### src/rtl/ev22_pkg.sv
`default_nettype none
// ============================================================================
// Module      : ev22_pkg
// Description : Shared constants, types and address helpers for the EV22
//               register-file write side.
// Revision    : 1.0 - initial release
// ============================================================================
package ev22_pkg;

    localparam int DATA_W = 16;
    localparam int N_GPR  = 28;
    localparam int SEL_W  = 6;

    // Register-file write address map
    localparam logic [SEL_W-1:0] ADDR_PI0  = 6'd28;
    localparam logic [SEL_W-1:0] ADDR_PI1  = 6'd29;
    localparam logic [SEL_W-1:0] ADDR_OP0  = 6'd30;
    localparam logic [SEL_W-1:0] ADDR_OP1  = 6'd31;
    localparam logic [SEL_W-1:0] ADDR_WREG = 6'd34;

    // Which write source wins the single write slot this cycle
    typedef enum logic [1:0] {
        SRC_NONE = 2'd0,
        SRC_ALU  = 2'd1,
        SRC_PEND = 2'd2,
        SRC_LOAD = 2'd3
    } commit_src_e;

    // True when a write to this address lands in real storage.
    // The input-port registers (28, 29) are read-only and everything
    // outside the map is unmapped.
    function automatic logic addr_is_writable(input logic [SEL_W-1:0] sel);
        return (sel < SEL_W'(N_GPR)) || (sel == ADDR_OP0) ||
               (sel == ADDR_OP1) || (sel == ADDR_WREG);
    endfunction

endpackage
`default_nettype wire

### src/rtl/sync2.sv
`default_nettype none
// ============================================================================
// Module      : sync2
// Description : Two-flop synchronizer for an asynchronous input bus.
// Revision    : 1.0 - initial release
// ============================================================================
module sync2 #(
    parameter int DATA_W = 16
) (
    input  logic              clk,
    input  logic              rst_n,
    input  logic [DATA_W-1:0] d,
    output logic [DATA_W-1:0] q
);

    logic [DATA_W-1:0] meta_q, meta_d;
    logic [DATA_W-1:0] sync_q, sync_d;

    // Next-state: shift the async sample one stage per clock
    always_comb begin
        meta_d = d;
        sync_d = meta_q;
    end

    // Synchronizer stages, cleared by reset
    always_ff @(posedge clk or negedge rst_n) begin
        if (!rst_n) begin
            meta_q <= '0;
            sync_q <= '0;
        end else begin
            meta_q <= meta_d;
            sync_q <= sync_d;
        end
    end

    assign q = sync_q;

endmodule
`default_nettype wire

### src/rtl/regfile_write_port.sv
`default_nettype none
// ============================================================================
// Module      : regfile_write_port
// Description : EV22 register-file write side. Holds r0..r27, the output-port
//               registers, the working register and synchronized input
//               ports; arbitrates ALU and load write-back through a
//               one-entry pending buffer (priority ALU > pending > new load).
// Revision    : 1.0 - initial release
// ============================================================================
module regfile_write_port
    import ev22_pkg::*;
#(
    parameter int DATA_W = 16,
    parameter int N_GPR  = 28
) (
    input  logic              clk,
    input  logic              rst_n,
    input  logic              Alu_Valid,
    input  logic [5:0]        Alu_Sel,
    input  logic [DATA_W-1:0] Alu_Data,
    input  logic              Ld_Valid,
    output logic              Ld_Ready,
    input  logic [5:0]        Ld_Sel,
    input  logic [DATA_W-1:0] Ld_Data,
    input  logic [DATA_W-1:0] Port_In_0,
    input  logic [DATA_W-1:0] Port_In_1,
    output logic [DATA_W-1:0] r0,  r1,  r2,  r3,  r4,  r5,  r6,  r7,
    output logic [DATA_W-1:0] r8,  r9,  r10, r11, r12, r13, r14, r15,
    output logic [DATA_W-1:0] r16, r17, r18, r19, r20, r21, r22, r23,
    output logic [DATA_W-1:0] r24, r25, r26, r27,
    output logic [DATA_W-1:0] r28, r29,
    output logic [DATA_W-1:0] r32, r33,
    output logic [DATA_W-1:0] Working_Register,
    output logic              Wr_Err
);

    logic [DATA_W-1:0] gpr_q [N_GPR];
    logic [DATA_W-1:0] gpr_d [N_GPR];
    logic [DATA_W-1:0] op0_q, op0_d, op1_q, op1_d, wreg_q, wreg_d;

    logic              pend_full_q, pend_full_d;
    logic [5:0]        pend_sel_q,  pend_sel_d;
    logic [DATA_W-1:0] pend_data_q, pend_data_d;
    logic              wr_err_q,    wr_err_d;

    commit_src_e       commit_src;
    logic              commit_valid;
    logic [5:0]        commit_sel;
    logic [DATA_W-1:0] commit_data;
    logic              ld_accept;

    // Arbitration: pick the one write that commits this edge and decide
    // whether the pending buffer captures, drains or holds.
    always_comb begin
        ld_accept   = Ld_Valid & ~pend_full_q;
        commit_src  = SRC_NONE;
        commit_sel  = '0;
        commit_data = '0;
        pend_full_d = pend_full_q;
        pend_sel_d  = pend_sel_q;
        pend_data_d = pend_data_q;
        if (Alu_Valid) begin
            commit_src  = SRC_ALU;
            commit_sel  = Alu_Sel;
            commit_data = Alu_Data;
            // ALU owns the slot; park an accepted load until a free cycle
            if (ld_accept) begin
                pend_full_d = 1'b1;
                pend_sel_d  = Ld_Sel;
                pend_data_d = Ld_Data;
            end
        end else if (pend_full_q) begin
            commit_src  = SRC_PEND;
            commit_sel  = pend_sel_q;
            commit_data = pend_data_q;
            pend_full_d = 1'b0;
        end else if (Ld_Valid) begin
            commit_src  = SRC_LOAD;
            commit_sel  = Ld_Sel;
            commit_data = Ld_Data;
        end
        commit_valid = (commit_src != SRC_NONE);
    end

    // Address decode of the committed write into next register state
    always_comb begin
        for (int i = 0; i < N_GPR; i++) begin
            gpr_d[i] = gpr_q[i];
        end
        op0_d  = op0_q;
        op1_d  = op1_q;
        wreg_d = wreg_q;
        if (commit_valid) begin
            for (int i = 0; i < N_GPR; i++) begin
                if (commit_sel == SEL_W'(i)) begin
                    gpr_d[i] = commit_data;
                end
            end
            if (commit_sel == ADDR_OP0)  op0_d  = commit_data;
            if (commit_sel == ADDR_OP1)  op1_d  = commit_data;
            if (commit_sel == ADDR_WREG) wreg_d = commit_data;
        end
        wr_err_d = commit_valid & ~addr_is_writable(commit_sel);
    end

    // Register storage, pending buffer and error pulse
    always_ff @(posedge clk or negedge rst_n) begin
        if (!rst_n) begin
            for (int i = 0; i < N_GPR; i++) begin
                gpr_q[i] <= '0;
            end
            op0_q       <= '0;
            op1_q       <= '0;
            wreg_q      <= '0;
            pend_full_q <= 1'b0;
            pend_sel_q  <= '0;
            pend_data_q <= '0;
            wr_err_q    <= 1'b0;
        end else begin
            for (int i = 0; i < N_GPR; i++) begin
                gpr_q[i] <= gpr_d[i];
            end
            op0_q       <= op0_d;
            op1_q       <= op1_d;
            wreg_q      <= wreg_d;
            pend_full_q <= pend_full_d;
            pend_sel_q  <= pend_sel_d;
            pend_data_q <= pend_data_d;
            wr_err_q    <= wr_err_d;
        end
    end

    sync2 #(.DATA_W(DATA_W)) u_sync_pi0 (
        .clk   (clk),
        .rst_n (rst_n),
        .d     (Port_In_0),
        .q     (r28)
    );

    sync2 #(.DATA_W(DATA_W)) u_sync_pi1 (
        .clk   (clk),
        .rst_n (rst_n),
        .d     (Port_In_1),
        .q     (r29)
    );

    assign Ld_Ready         = ~pend_full_q;
    assign Wr_Err           = wr_err_q;
    assign r32              = op0_q;
    assign r33              = op1_q;
    assign Working_Register = wreg_q;

    assign r0  = gpr_q[0];   assign r1  = gpr_q[1];   assign r2  = gpr_q[2];
    assign r3  = gpr_q[3];   assign r4  = gpr_q[4];   assign r5  = gpr_q[5];
    assign r6  = gpr_q[6];   assign r7  = gpr_q[7];   assign r8  = gpr_q[8];
    assign r9  = gpr_q[9];   assign r10 = gpr_q[10];  assign r11 = gpr_q[11];
    assign r12 = gpr_q[12];  assign r13 = gpr_q[13];  assign r14 = gpr_q[14];
    assign r15 = gpr_q[15];  assign r16 = gpr_q[16];  assign r17 = gpr_q[17];
    assign r18 = gpr_q[18];  assign r19 = gpr_q[19];  assign r20 = gpr_q[20];
    assign r21 = gpr_q[21];  assign r22 = gpr_q[22];  assign r23 = gpr_q[23];
    assign r24 = gpr_q[24];  assign r25 = gpr_q[25];  assign r26 = gpr_q[26];
    assign r27 = gpr_q[27];

endmodule
`default_nettype wire

### config.mk
export PLATFORM = sky130hd
export DESIGN_NAME = regfile_write_port
export DESIGN_NICKNAME = d
export VERILOG_FILES = /design/src/rtl/ev22_pkg.sv /design/src/rtl/sync2.sv /design/src/rtl/regfile_write_port.sv
export SDC_FILE = /design/constraint.sdc
export NUM_CORES = 1
export LEC_CHECK = 0
export BUFFER_PORTS_ARGS = -buffer_cell sky130_fd_sc_hd__buf_2
export CORE_MARGIN = 2
export CORE_UTILIZATION = 35
export CTS_BUF_LIST = sky130_fd_sc_hd__clkbuf_8
export DETAILED_ROUTE_END_ITERATION = 8
export PLACE_DENSITY_LB_ADDON = 0.08
export SYNTH_ARGS = -nofsm -noshare
export SYNTH_HDL_FRONTEND = slang
export SYNTH_SLANG_ARGS = --single-unit
### constraint.sdc
create_clock -name clk -period 2.2 [get_ports clk]
set_input_delay 0.44 -clock clk [delete_from_list [all_inputs] [get_ports clk]]
set_output_delay 0.44 -clock clk [all_outputs]
set_load 0.05 [all_outputs]
Word level (Yosys, flattened, before mapping) --
Cells that the tools add are included.
Operators by class: order comparisons 1, eq/ne operators 31, muxes and demuxes 11, bitwise gates (word level) 4, reductions and logical operators 37
Operators by type and width (count):
- $eq 6x5->1 const B | 14
- $reduce_and 2->1 | 32
- $eq 6x4->1 const B | 8
- $mux 16 | 3
- $eq 6x3->1 const B | 4
- $mux 6 | 3
- $eq 6x2->1 const B | 2
- $eq 6x1->1 const B | 1
- $eq 6x6->1 const B | 1
- $logic_not 6->1 | 1
- $lt 6x5->1 const B | 1
- $mux 2 | 3
- $logic_or 1x1->1 | 3
- $and 1x1->1 | 2
- $mux 1 | 2
- $ne 2x1->1 const B | 1
- $not 1->1 | 2
- $reduce_bool 2->1 | 1
Storage, ports and cells: bits in registers 584, input port bits 80, word-level logic and storage cells 123

Logic depth before layout (Yosys ltp) --
depth in word-level cells 9, depth in mapped cells 9, depth with buffers taken out 5

Modules after synthesis --
A second synthesis with hierarchy kept.
Second synthesis, totals: cell total of the unflattened synthesis 1341, area, all modules 21877.2 um^2
By module, submodules not included:
- regfile_write_port | times used 1, cells an instance 1277, area an instance 20275.7 um^2
- sync2 | times used 2, cells an instance 32, area an instance 800.8 um^2

Worst setup path after synthesis --
No wires, ideal clock.
kind input to register, from input Ld_Valid, to register gpr_q, in the netlist r26[14], library setup time 0.128 ns, data arrival time 2.149 ns, data required time 2.072 ns, setup slack -0.077 ns, stages on the path 7, buffers on the path 2, cells stage by stage buf_4 -> nand3b_1 -> a22oi_2 -> nand2_2 -> nor3b_4 -> buf_6 -> mux2_1
On the way: word-level cells in the longest chain between the ends 5, elaborated cells on any way between the ends 12, those cells by class 1 x eq/ne; 9 x mux; 2 x reduce/logical
RTL lines:
- start: declaration | RTL line regfile_write_port.sv:21 | input logic Ld_Valid,
- $mux 6 or $mux 2 (tied branches) | RTL line regfile_write_port.sv:77 | end else if (Ld_Valid) begin
- $mux 6 or $mux 2 (tied branches) | RTL line regfile_write_port.sv:72 | end else if (pend_full_q) begin
- $mux 6 or $mux 2 (tied branches) | RTL line regfile_write_port.sv:62 | if (Alu_Valid) begin
- $eq 6x5->1 or $reduce_bool 2->1 (tied branches) | RTL line regfile_write_port.sv:95, regfile_write_port.sv:82
- $reduce_and 2->1 (no line)
- end signal: indexed assignment | RTL line regfile_write_port.sv:121 | gpr_q[i] <= gpr_d[i];
- end: declaration | RTL line regfile_write_port.sv:37 | logic [DATA_W-1:0] gpr_q [N_GPR];
Several ways; a longest one is shown, not always the timed one. A chain may end at the register's enable or synchronous reset.

Worst setup path in the final report --
from register pend_full_q, to register gpr_q, in the netlist r16[7]
On the way: word-level cells in the longest chain between the ends 4, elaborated cells on any way between the ends 9, those cells by class 1 x eq/ne; 6 x mux; 2 x reduce/logical
RTL lines:
- start: declaration | RTL line regfile_write_port.sv:41 | logic pend_full_q, pend_full_d;
- start signal: assignment | RTL line regfile_write_port.sv:126 | pend_full_q <= pend_full_d;
- $mux 6 or $mux 2 (tied branches) | RTL line regfile_write_port.sv:72
- $mux 6 or $mux 2 (tied branches) | RTL line regfile_write_port.sv:62
- $eq 6x5->1 or $reduce_bool 2->1 (tied branches) | RTL line regfile_write_port.sv:95, regfile_write_port.sv:82
- $reduce_and 2->1 (no line)
Several ways; a longest one is shown, not always the timed one.

==> flow_metrics.tcl <==
set metrics [dict create \
    clock-sinks 584 \
    worstSetupEndpointType "flip-flop" \
    ioPinCount 610 \
    cts_buffers 102 \
    routedWlPerCell_um 24.5 \
    die-area_mm2 0.0663 \
    area_delta_synth_final_pct 39.9 \
    synth_compound_area_frac 0.0198 \
    finalCriticalPeriod_ns 2.18 \
    synthCells 1337 \
    grt_pass1_wl_um 109000 \
    yosys.area_share.adder 0 \
    gp_congestion 0.785 \
    synth-simple-area-share 0.0321 \
    synth_cell_type_count 42 \
    synthFlopType "dfrtp_1" \
    skew_ns 0.0362 \
    holdWs_ns 0.111 \
    synth_edf_count 0 \
    maxCapViolCount 0 \
    tns_ns 0 \
    layout-drive-gt1-share 0.658 \
    port_buffers 609 \
    yosysTopAreaCell "dfrtp_1" \
    syn_area_mm2 0.0225 \
    setup_slack_ns 0.0247 \
    slew_headroom 0.592 \
    path_clk_slew_ns 0.06 \
    critPathLaunchType "flip-flop" \
    crit_required_ns 2.77 \
    num_vias 14620 \
    synth-seq-area-share 0.650 \
    synth_nets 1417 \
    report.final.slew_viol_count 0 \
    rows 92 \
    async_reset_ff_frac 1.00 \
    initial_core_util 0.355 \
    ant_nets 0 \
    grt_usage 0.223 \
    grt_pass1_vias 15778 \
    run_status "completed" \
    synth_xor_area_frac 0 \
    synth_seq_cells 584 \
    via_per_inst 4.72 \
    die_height_um 257 \
    synth_top_family_by_area "multiplexers" \
    coreArea_mm2 0.0633 \
    dpl_worst_slack_ns -0.226 \
    clockBufferDepth 3 \
    yosys_warnings 0 \
    criticalPathCategory "reg2reg" \
    fmax_ghz 0.460 \
    drt-total-wl_um 75800 \
    cts_tree "done" \
    cts_root_buf "clkbuf_8" \
    overflow 0 \
    avgSynthCellArea_um2 16.8 \
    synth_mux_area_frac 0.270 \
    fin_crit_sh 0.989 \
    synth.most_common_cell "dfrtp_1" \
    p_leak_nw 16.6 \
    drt_iter0_drc 736 \
    hold_viol 0 \
    drc_errors 0 \
    antenna_found_initial 13 \
    htreeDepth 3 \
    cpLargestDelayFamily "buffers and inverters" \
    insertion_delay_ns 0.69 \
    synth_top_area_frac 0.650 \
    first_pass_iters 4 \
    die_w_um 257 \
    crit_path_max_fanout 8 \
    setup_viol 0 \
    ir_worst_vdd_mv 0.845 \
    synthTopCellsByArea "dfrtp_1 65%, mux2_2 20%, mux2_4 4.1%" \
    dp_hpwl_um 52300 \
    power.density_mw_per_mm2 1420 \
    grt_max_degree 68 \
    tightest_slew_ns 0.612 \
    crit_top_cell "buf_12" \
    crit_buf_inv 4 \
    rsz0062_at_grt "yes" \
    crit_chain "buf_6 -> nand3b_1 -> a22oi_4 -> buf_12 -> nor3_4 -> buf_12 -> nand3_4 -> buf_12 -> mux2_2" \
    min_path_type "in2reg" \
    crit_slowest_cell "dfrtp_2" \
    fin_nets 2239 \
    cp.arrival_ns 2.75 \
    synthTopCellsByCount "584 x dfrtp_1, 406 x mux2_2, 61 x mux2_4" \
    max_stage_delay_ns 0.41 \
]
[per-layer routing]
| metal | wire length, um | global-route usage |
|---|---|---|
| met5 | 39 | 0 |
| met4 | 2020 | 0.0833 |
| met3 | 4370 | 0.0580 |
| met2 | 38000 | 0.380 |
| met1 | 31400 | 0.271 |
[kinds of logic after synthesis]
| kind of cell | Yosys count |
|---|---|
| simple gates | 81 |
| buf+inv | 100 |
| mux | 518 |
| compound gates | 54 |
| flops | 584 |
[path summary, 6_finish.rpt]
path	startpoint	endpoint	slack (ns)	depth (start not counted)
max in group asynchronous	rst_n	r19[10]	1.05	4
hold reg to reg	u_sync_pi0.meta_q[3]	u_sync_pi0.q[3]	0.34	0
setup reg to reg	pend_full_q	r16[7]	0.02	9
hold / removal	Ld_Sel[4]	pend_sel_q[4]	0.11	2
setup / recovery	pend_full_q	r16[7]	0.02	9
min in group asynchronous	rst_n	r3[13]	0.30	2
[area by class of cell]
class                   count  area, um2
diodes                     11       27.5
clock buffers             136       1870
clock inverters            52        246
fillers                  5666      31900
inverters                   6       22.5
multi-input cells         653       7720
flip-flops and latches    584      14600
well taps                 846       1060
repair buffers            812       5890
[cell usage in the layout (no fill, tap or decap), types with 15 or more instances in the layout]
master and count:
a22oi_1 15, mux2_4 108, nand2_1 18, dlygate4sd3_1 54, inv_1 41, dfrtp_1 583, buf_4 52, buf_2 607
buf_12 77, mux2_1 38, clkbuf_8 136, mux2_2 372
[worst register-to-register path: stages, from the launching register on]
cell      delay, ns
dfrtp_2        0.41
buf_6          0.14
nand3b_1       0.24
a22oi_4        0.31
buf_12         0.16
nor3_4         0.04
buf_12         0.14
nand3_4        0.12
buf_12         0.17
mux2_2         0.35
[stage by stage]
stage	utilization	total power [mW]	instances	cell area (um2)
2_1_floorplan	-	28.8	1337	22600
3_3_place_gp	0.444	34.3	2828	28100
3_5_place_dp	0.444	34.4	2828	28100
4_1_cts	0.488	44.8	3076	30900
5_1_grt	0.497	46.4	3098	31400
6_report	0.497	44.5	3100	31500
[where the power goes]
group	switching [mW]	internal, mW
registers	1.50	13.7
logic	14.2	5.00
clock network	4.54	5.52
total	20.3	24.3
[what timing repair did]
action,CTS,global route
gates cloned,1,8
setup endpoints to repair,471,266
endpoints found under the hold margin,85,0
hold buffers,54,0
pin swaps,2,5
setup buffers,5,7
gates resized for setup,10,65
No activity file was read; power rests on OpenSTA's default activity.
